==> config.mk <==
export PLATFORM = sky130hd
export DESIGN_NAME = pe_array_sched
export DESIGN_NICKNAME = d
export VERILOG_FILES = /design/src/rtl/pe_sched_pkg.sv /design/src/rtl/pe_array_sched_bank.sv /design/src/rtl/pe_array_sched.sv
export SDC_FILE = /design/constraint.sdc
export NUM_CORES = 1
export LEC_CHECK = 0
export BUFFER_PORTS_ARGS = -buffer_cell sky130_fd_sc_hd__buf_2
export CORE_MARGIN = 2
export CORE_UTILIZATION = 33
export CTS_CLUSTER_SIZE = 28
export DETAILED_ROUTE_END_ITERATION = 10
export GPL_TIMING_DRIVEN = 1
export HOLD_SLACK_MARGIN = 0.05
export SLEW_MARGIN = 30
export SYNTH_ARGS = -nofsm -noshare
export SYNTH_HDL_FRONTEND = slang
export SYNTH_SLANG_ARGS = --single-unit
export TNS_END_PERCENT = 1
==> constraint.sdc <==
create_clock -name clk -period 2.47 [get_ports clk]
set_input_delay 0.494 -clock clk [delete_from_list [all_inputs] [get_ports clk]]
set_output_delay 0.494 -clock clk [all_outputs]
set_load 0.03 [all_outputs]
==> src/rtl/pe_sched_pkg.sv <==
// pe_sched_pkg: shared state encoding, default parameters and width helpers for the PE array sequencer
package pe_sched_pkg;
    typedef enum logic [2:0] {IDLE, LOAD, RUN, DRAIN, DONE} state_t;
    localparam int DEF_PE_NUM     = 8;
    localparam int DEF_DATA_WIDTH = 16;
    localparam int DEF_LOAD_NUM   = 64;
    localparam int DEF_RUN_CYCLES = 1024;
    localparam int DEF_WORD_W     = 2 * DEF_DATA_WIDTH;
    function automatic int word_w(input int dw);
        return 2 * dw;
    endfunction
    // index width able to address n entries, never below one bit
    function automatic int idx_w(input int n);
        return n > 1 ? $clog2(n) : 1;
    endfunction
endpackage

==> src/rtl/pe_array_sched_bank.sv <==
// pe_result_bank: capture-once result registers for every PE with an all-captured flag and a read mux
//   clk, rst          : clock, synchronous active-high reset (clears flags and results)
//   clear             : drop all capture flags, results kept
//   cap_en            : capture window; pe_out_v is ignored while low
//   zero_fill         : mark every uncaptured PE as captured with a zero result
//   pe_out_v, pe_out  : per-PE valid and flattened PE results
//   rd_idx, rdata     : read index and selected result
//   all_cap           : every PE has been captured
module pe_result_bank
    import pe_sched_pkg::*;
#(
    parameter int PE_NUM = DEF_PE_NUM,
    parameter int W      = DEF_WORD_W,
    parameter int AW     = idx_w(DEF_PE_NUM)
)(
    input  logic                clk,
    input  logic                rst,
    input  logic                clear,
    input  logic                cap_en,
    input  logic                zero_fill,
    input  logic [PE_NUM-1:0]   pe_out_v,
    input  logic [PE_NUM*W-1:0] pe_out,
    input  logic [AW-1:0]       rd_idx,
    output logic                all_cap,
    output logic [W-1:0]        rdata
);
    logic [PE_NUM-1:0] cap;
    logic [W-1:0]      res [PE_NUM];

    assign all_cap = &cap;
    assign rdata   = res[rd_idx];

    // a live capture wins over zero fill so a result arriving on the watchdog edge is kept
    always_ff @(posedge clk)
        for (int k = 0; k < PE_NUM; k++)
            if (rst) begin
                cap[k] <= 1'b0;
                res[k] <= '0;
            end else if (clear)
                cap[k] <= 1'b0;
            else if (!cap[k] && cap_en && pe_out_v[k]) begin
                cap[k] <= 1'b1;
                res[k] <= pe_out[k*W +: W];
            end else if (!cap[k] && zero_fill) begin
                cap[k] <= 1'b1;
                res[k] <= '0;
            end
endmodule

==> src/rtl/pe_array_sched.sv <==
// pe_array_sched: job sequencer that loads the PE array word by word, collects one result per PE and serialises them
//   clk, rst                      : clock, synchronous active-high reset
//   start                         : job start pulse, honoured only when idle
//   din_overlay_v/din_overlay     : input word stream, accepted while din_ready
//   pe_in_v/pe_in                 : one-hot load strobe and broadcast data, one cycle after acceptance
//   pe_out_v/pe_out               : per-PE result valid and flattened results
//   dout_overlay_v/dout_overlay   : serialised results, PE 0 first, held under dout_ready backpressure
//   busy, done, err               : not idle, one-cycle job end, sticky watchdog flag
//   Macro PE_ARRAY_SCHED_TIMEOUT_EN enables the RUN watchdog (RUN_CYCLES); without it err is constant 0.
module pe_array_sched
    import pe_sched_pkg::*;
#(
    parameter int PE_NUM     = DEF_PE_NUM,
    parameter int DATA_WIDTH = DEF_DATA_WIDTH,
    parameter int LOAD_NUM   = DEF_LOAD_NUM,
    parameter int RUN_CYCLES = DEF_RUN_CYCLES
)(
    input  logic                             clk,
    input  logic                             rst,
    input  logic                             start,
    input  logic                             din_overlay_v,
    input  logic [2*DATA_WIDTH-1:0]          din_overlay,
    output logic                             din_ready,
    output logic [PE_NUM-1:0]                pe_in_v,
    output logic [2*DATA_WIDTH-1:0]          pe_in,
    input  logic [PE_NUM-1:0]                pe_out_v,
    input  logic [PE_NUM*2*DATA_WIDTH-1:0]   pe_out,
    output logic                             dout_overlay_v,
    output logic [2*DATA_WIDTH-1:0]          dout_overlay,
    input  logic                             dout_ready,
    output logic                             busy,
    output logic                             done,
    output logic                             err
);
    localparam int W   = word_w(DATA_WIDTH);
    localparam int WCW = $clog2(LOAD_NUM) + 1;
    localparam int PCW = $clog2(PE_NUM) + 1;
    localparam int AW  = idx_w(PE_NUM);
    localparam logic [WCW-1:0] W_LAST = WCW'(LOAD_NUM - 1);
    localparam logic [PCW-1:0] P_LAST = PCW'(PE_NUM - 1);

    state_t         state, state_nx;
    logic [WCW-1:0] wcnt;
    logic [PCW-1:0] pe_sel, rd_idx;
    logic           accept, all_cap, timeout;
    logic [W-1:0]   rdata;

    assign accept         = state == LOAD && din_overlay_v;
    assign din_ready      = state == LOAD;
    assign busy           = state != IDLE;
    assign done           = state == DONE;
    assign dout_overlay_v = state == DRAIN;
    assign dout_overlay   = state == DRAIN ? rdata : '0;

    always_comb begin
        state_nx = state;
        unique case (state)
            IDLE:    if (start) state_nx = LOAD;
            LOAD:    if (accept && wcnt == W_LAST && pe_sel == P_LAST) state_nx = RUN;
            RUN:     if (all_cap || timeout) state_nx = DRAIN;
            DRAIN:   if (dout_ready && rd_idx == P_LAST) state_nx = DONE;
            default: state_nx = IDLE;
        endcase
    end

    always_ff @(posedge clk)
        if (rst) begin
            state   <= IDLE;
            wcnt    <= '0;
            pe_sel  <= '0;
            rd_idx  <= '0;
            pe_in_v <= '0;
            pe_in   <= '0;
        end else begin
            state   <= state_nx;
            pe_in_v <= accept ? PE_NUM'(1) << pe_sel : '0;
            pe_in   <= accept ? din_overlay : '0;
            if (state == IDLE && start) begin
                wcnt   <= '0;
                pe_sel <= '0;
            end else if (accept) begin
                wcnt <= wcnt == W_LAST ? '0 : wcnt + 1'b1;
                if (wcnt == W_LAST) pe_sel <= pe_sel + 1'b1;
            end
            rd_idx <= state != DRAIN ? '0 : dout_ready ? rd_idx + 1'b1 : rd_idx;
        end

`ifdef PE_ARRAY_SCHED_TIMEOUT_EN
    localparam int RCW = $clog2(RUN_CYCLES) + 1;
    localparam logic [RCW-1:0] R_LAST = RCW'(RUN_CYCLES - 1);
    logic [RCW-1:0] rcnt;
    logic           err_q;
    // rcnt holds at zero outside RUN so every RUN visit starts counting from 0
    assign timeout = state == RUN && !all_cap && rcnt == R_LAST;
    assign err     = err_q;
    always_ff @(posedge clk)
        if (rst) begin
            rcnt  <= '0;
            err_q <= 1'b0;
        end else begin
            rcnt  <= state == RUN ? rcnt + 1'b1 : '0;
            err_q <= timeout ? 1'b1 : (state == IDLE && start) ? 1'b0 : err_q;
        end
`else
    assign timeout = 1'b0;
    // always false; keeps RUN_CYCLES referenced in the watchdog-free build
    assign err     = RUN_CYCLES < 0;
`endif

    pe_result_bank #(.PE_NUM(PE_NUM), .W(W), .AW(AW)) u_bank (
        .clk       (clk),
        .rst       (rst),
        .clear     (state == DONE),
        .cap_en    (state == RUN),
        .zero_fill (timeout),
        .pe_out_v  (pe_out_v),
        .pe_out    (pe_out),
        .rd_idx    (rd_idx[AW-1:0]),
        .all_cap   (all_cap),
        .rdata     (rdata)
    );
endmodule

==> impl_metrics.py, run 1 <==
metrics = {
    "outcome": {
        "failed_checks": "setup timing",
        "status": "finished with violations",
    },
    "route": {
        "ant_nets": 0,
        "drc": 0,
        "highest_layer": "met5",
        "num_vias": 9269,
        "wl_met1_mm": 18.5,
        "met3_length_mm": 2.43,
        "firstDrtPassIters": 5,
        "wl_per_cell_um": 23.0,
        "vias_per_cell": 4.82,
        "wl_mm": 44.3,
        "wl_met2_mm": 22.4,
        "drtIter0Drc": 460,
    },
    "clock_network": {
        "cts_tree": "yes",
        "clockRootBuffer": "clkbuf_16",
        "clockBufferDepth": 3,
        "numCtsBuffers": 39,
        "clock_latency_ns": 0.53,
        "hold_buffers": 0,
        "clk_pin_slew_worst_paths_ns": 0.06,
        "htree_levels": 2,
        "clock_sinks": 325,
    },
    "global_route": {
        "grt_pass1_vias": 9916,
        "grt_first_pass_wirelength_mm": 63.6,
        "grtUsageTotal": 0.201,
        "grt-ovfl-total": 0,
        "grt_start_max_net_pins": 41,
        "antenna_found_initial": 10,
    },
    "sta": {
        "fmax_mhz": 369,
        "hold_viol_final": 0,
        "setup_viol": 32,
        "period_share": 1.10,
        "setup_slack_ns": -0.240,
        "setup_tns_ns": -5.15,
        "period_needed_ns": 2.71,
        "slew_violations": 0,
        "fin_skew_ns": 0.0141,
        "rsz0062_at_grt": "yes",
    },
    "cells_and_area": {
        "nets": 1653,
        "fin_cells": 1924,
        "area_growth_pct": 32.3,
        "drive_gt1_frac": 0.419,
    },
    "synth": {
        "synth.avg_cell_area_um2": 14.8,
        "synth_edf_count": 256,
        "ys_ff_latch": 325,
        "yosys.area.top_type_share": 0.553,
        "yosysMostFrequentCell": "and2_1",
        "yosysSeqAreaShare": 0.652,
        "netlist_instances": 939,
        "netlist_area_um2": 13900,
        "ys.warnings.count": 0,
        "async_flop_share": 0,
        "synthTopCellsByArea": "edfxtp_1 55%, and2_1 13%, mux4_2 10%, dfxtp_1 9.9%, mux2i_1 2.5%",
        "yosysUniqueCellTypes": 43,
        "synth_nets": 1246,
        "synth_ff_type": "edfxtp_1",
        "synthTopCellsByCount": "289 x and2_1, 256 x edfxtp_1, 69 x dfxtp_1, 64 x mux4_2, 53 x nor2_1",
        "synth_top_area_cell": "edfxtp_1",
    },
    "placement": {
        "dpl.hpwl_mm": 29.6,
        "portBuffers": 376,
        "place_congestion": 0.794,
        "placed_cells": 1834,
    },
    "critical_path": {
        "crit_type": "reg -> out",
        "cp-start-kind": "flip-flop",
        "critPathCaptureType": "output port",
        "cp.required_ns": 1.98,
        "worstPathArrival_ns": 2.22,
        "cp_max_fo": 6,
    },
    "die": {
        "coreArea_um2": 41800,
        "dieWidth_um": 209,
        "rows": 75,
        "initial_core_util": 0.333,
        "dieArea_um2": 43800,
        "pin_count": 378,
        "die_h_um": 209,
    },
    "power_and_ir_drop": {
        "p_per_area_nw_per_um2": 824,
        "ir_worst_vdd_mv": 0.417,
        "leakagePower_nw": 7.46,
        "p_total_mw": 15.1,
    },
    "min_path": {
        "hp-class": "in -> reg",
    },
    "flow_run": {
        "drv_cap": 0,
    },
}
-- registers in the layout, summed over array words and instances (netlist names), named ones only --
register and flops:
state 3, u_bank.cap 8, pe_sel 4, rd_idx 4, pe_in 32, pe_in_v 8
u_bank.res 256, wcnt 7
-- path summary, 6_finish.rpt --
check | startpoint | to | slack, ns | depth (start not counted)
worst max-delay path | flip-flop | dout_overlay[19] | -0.24 | 6
worst min-delay path | din_overlay[10] | pe_in[10] | 0.16 | 2
worst max register to register | wcnt[0] | pe_sel[3] | 0.51 | 5
worst min register to register | wcnt[6] | wcnt[6] | 0.47 | 1
-- layout by cell type (no fill, tap or decap), drive strengths merged, types with 2 or more instances in the layout --
cell / n
clkinv: 13
edfxtp: 256
a21oi: 11
nor2b: 2
bufinv: 5
o21ai: 3
clkinvlp: 3
or3: 2
buf: 421
and3: 9
a31o: 8
ha: 6
nand2: 7
nor3b: 9
mux4: 64
nor2: 53
and2: 289
clkbuf: 52
diode: 9
xnor2: 5
nor3: 9
xor2: 4
dfxtp: 69
mux2i: 35
nand3: 3
nand3b: 2
inv: 17
nand4: 4
-- timing repair --
action | CTS | global route
buffers inserted | 2 | 4
resized for setup | 31 | 6
pin swaps | 0 | 2
endpoints found under the setup margin | 32 | 33
gates cloned | 1 | 4
-- final cells by class --
class,count,area (um2)
inverters,15,56.3
clock inverters,23,253
repair buffers,425,2630
flip-flops and latches,325,9080
fillers,3783,23400
multi-input cells,540,4570
diodes,9,22.5
clock buffers,48,1100
well taps,539,674
-- layer usage --
| metal | up-vias | global-route usage |
|---|---|---|
| li1 | 4211 | - |
| met1 | 4658 | 0.254 |
| met2 | 336 | 0.345 |
| met3 | 60 | 0.0382 |
| met4 | 4 | 0.0709 |
| met5 | - | 0 |
-- worst max-delay path, cell delays in order, from the launching register on --
cell and delay (ns):
dfxtp_4 0.41, buf_12 0.15, buf_16 0.14, mux4_2 0.52, mux2i_1 0.20, nor2_1 0.07, buf_4 0.18
-- stage by stage --
step,util,worst slack (ns),instance area [um2],hold WS [ns]
global placement,0.400,0.208,16700,0.445
global route,0.440,-0.307,18400,0.129
CTS,0.436,-0.284,18200,0.115
detailed placement,0.400,0.177,16700,0.455
floorplan,-,0.316,13900,0.431
finish,0.440,-0.240,18400,0.157
-- power by group --
| part | total (mW) | switching [mW] | leakage [nW] | internal (mW) |
|---|---|---|---|---|
| Sequential | 6.93 | 0.245 | 3.23 | 6.68 |
| Combinational | 2.21 | 1.30 | 3.58 | 0.916 |
| Clock | 6.00 | 2.29 | 0.659 | 3.71 |
| Total | 15.1 | 3.83 | 7.46 | 11.3 |
-- kinds of logic (layout without fill, tap and decap cells) --
| kind of cell | after synthesis | after routing | share of synthesized area |
|---|---|---|---|
| other cells | 1 | 10 | 0.000270 |
| mux | 100 | 100 | 0.130 |
| flops | 325 | 325 | 0.652 |
| xor+xnor | 9 | 9 | 0.00567 |
| simple gates | 397 | 397 | 0.171 |
| compound gates | 27 | 27 | 0.0132 |
| buf+inv | 74 | 511 | 0.0221 |
| fa+ha+maj | 6 | 6 | 0.00540 |
(Power assumes the default switching activity.)
==> inputs of run 2 (changes only) <==
Clock period 2.47 ns to 3.2 ns, I/O delays scaled along.
==> run 2 against run 1 <==
Net effect:
- sequential power down 23%
- global-route usage decreased by 0.38 points
- register-to-register slack improved by 0.53 ns
- combinational power is 27% lower
- via count fell by 2.2%
- wire length is 2.5% lower
- the flow now finishes without violations
- die area is the same
- final cell count shrank 0.83%
- hold slack improved by 0.14 ns
- cell area decreased by 2.9%
==> impl_metrics.py, run 2 (synthesized netlist as in run 1, its figures left out) <==
metrics = {
    "route": {
        "ant_nets": 0,
        "drc": 0,
        "firstDrtPassIters": 7,
        "vias_per_cell": 4.75,
        "wl_per_cell_um": 22.7,
        "drtIter0Drc": 613,
        "wl_mm": 43.2,
        "num_vias": 9064,
    },
    "clock_network": {
        "numCtsBuffers": 38,
        "hold_buffers": 0,
        "cts_tree": "yes",
        "clockBufferDepth": 3,
        "clk_pin_slew_worst_paths_ns": 0.06,
        "clockRootBuffer": "clkbuf_16",
        "clock_latency_ns": 0.54,
        "htree_levels": 2,
        "clock_sinks": 325,
    },
    "die": {
        "dieWidth_um": 209,
        "die_h_um": 209,
        "pin_count": 378,
        "dieArea_um2": 43800,
        "coreArea_um2": 41800,
        "initial_core_util": 0.333,
        "rows": 75,
    },
    "sta": {
        "setup_viol": 0,
        "hold_viol_final": 0,
        "fin_skew_ns": 0.0104,
        "period_needed_ns": 2.98,
        "period_share": 0.931,
        "rsz0062_at_grt": "no",
        "slew_violations": 0,
        "hold_slack_ns": 0.298,
        "setup_tns_ns": 0,
        "max_slew_margin": 0.552,
        "fmax_mhz": 336,
        "worstMarginPinSlew_ns": 0.673,
        "setup_slack_ns": 0.220,
    },
    "global_route": {
        "antenna_found_initial": 11,
        "grtUsageTotal": 0.197,
        "grt.met3_usage": 0.0389,
        "grt-ovfl-total": 0,
        "gr-usage-met2": 0.334,
        "grt.met1_usage": 0.250,
        "grt_first_pass_wirelength_mm": 62.0,
        "top_usage_layer": "met2",
        "grt_pass1_vias": 9696,
        "grt_start_max_net_pins": 41,
    },
    "power_and_ir_drop": {
        "p_seq_frac": 0.479,
        "p_total_mw": 11.1,
        "leakagePower_nw": 7.27,
        "switchingPower_mw": 2.87,
        "p_per_area_nw_per_um2": 624,
        "p_int_mw": 8.28,
        "p_sw_frac": 0.257,
        "p_comb_frac": 0.145,
        "p_clk_frac": 0.376,
        "ir_worst_vdd_mv": 0.362,
    },
    "critical_path": {
        "critPathSlowestCell": "dfxtp_4",
        "crit_chain": "buf_12, mux4_2, mux2i_1, nor2_1, buf_2",
        "critPathCaptureType": "output port",
        "slowest_delay_ns": 0.64,
        "cp.required_ns": 2.56,
        "cpLargestDelayFamily": "flip-flops",
        "worstPathArrival_ns": 2.34,
        "crit_type": "reg -> out",
        "cp_max_fo": 24,
        "cp_num_buf_inv": 2,
        "cp-start-kind": "flip-flop",
    },
    "cells_and_area": {
        "largest_registers": "u_bank.res x256, pe_in x32",
        "drive_gt1_frac": 0.409,
        "fin_cells": 1908,
        "mostFrequentLayoutCell": "buf_2",
        "area_growth_pct": 28.5,
        "largest_reg_flops": 256,
        "regMostFlops": "u_bank.res",
        "nets": 1640,
        "final_cell_mix": "376 x buf_2, 289 x and2_1, 256 x edfxtp_1",
    },
    "outcome": {
        "status": "finished clean",
    },
    "placement": {
        "place_congestion": 0.790,
        "place_ws_ns": 0.596,
        "placed_cells": 1828,
        "dpl.hpwl_mm": 28.6,
        "portBuffers": 376,
    },
    "min_path": {
        "hp-class": "in -> reg",
    },
    "flow_run": {
        "drv_cap": 0,
    },
}
[run 2: power groups by stage]
| stage | clock network, mW | logic, mW | registers [mW] |
|---|---|---|---|
| floorplan | 0 | 0.900 | 5.38 |
| global placement | 0 | 1.63 | 5.41 |
| detailed placement | 0 | 1.64 | 5.42 |
| CTS | 4.30 | 1.66 | 5.33 |
| global route | 4.47 | 1.75 | 5.38 |
| finish | 4.19 | 1.62 | 5.33 |
[run 2: worst paths after layout]
kind / from / to / slack [ns] / cells after the start
setup / recovery: flip-flop / dout_overlay[31] / 0.22 / 5
hold / removal: din_overlay[6] / pe_in[6] / 0.30 / 2
hold reg to reg: wcnt[6] / wcnt[6] / 0.46 / 1
setup reg to reg: state[1] / u_bank.res[1][13] / 1.04 / 4
[run 2: timing repair]
action	in CTS	in global routing
buffers inserted	4	0
gates resized for setup	0	0
setup endpoints to repair	1	0
[run 2: metal layers]
| layer | up-vias | share of wire |
|---|---|---|
| li1 | 4178 | - |
| met1 | 4540 | 0.42 |
| met2 | 293 | 0.50 |
| met3 | 49 | 0.055 |
| met4 | 4 | 0.022 |
| met5 | - | 0.00074 |
[run 2: final cells by class]
type | count | area [um2]
diodes | 9 | 22.5
repair buffers | 413 | 2270
multi-input cells | 540 | 4560
inverters | 15 | 56.3
clock buffers | 48 | 1050
well taps | 539 | 674
flip-flops and latches | 325 | 9080
fillers | 3857 | 23900
clock inverters | 19 | 141
[run 2: through the flow]
step | util | cell area (um2)
final | 0.428 | 17900
after global routing | 0.428 | 17900
after CTS | 0.427 | 17800
after detailed placement | 0.398 | 16600
after global placement | 0.398 | 16600
after floorplan | - | 13900
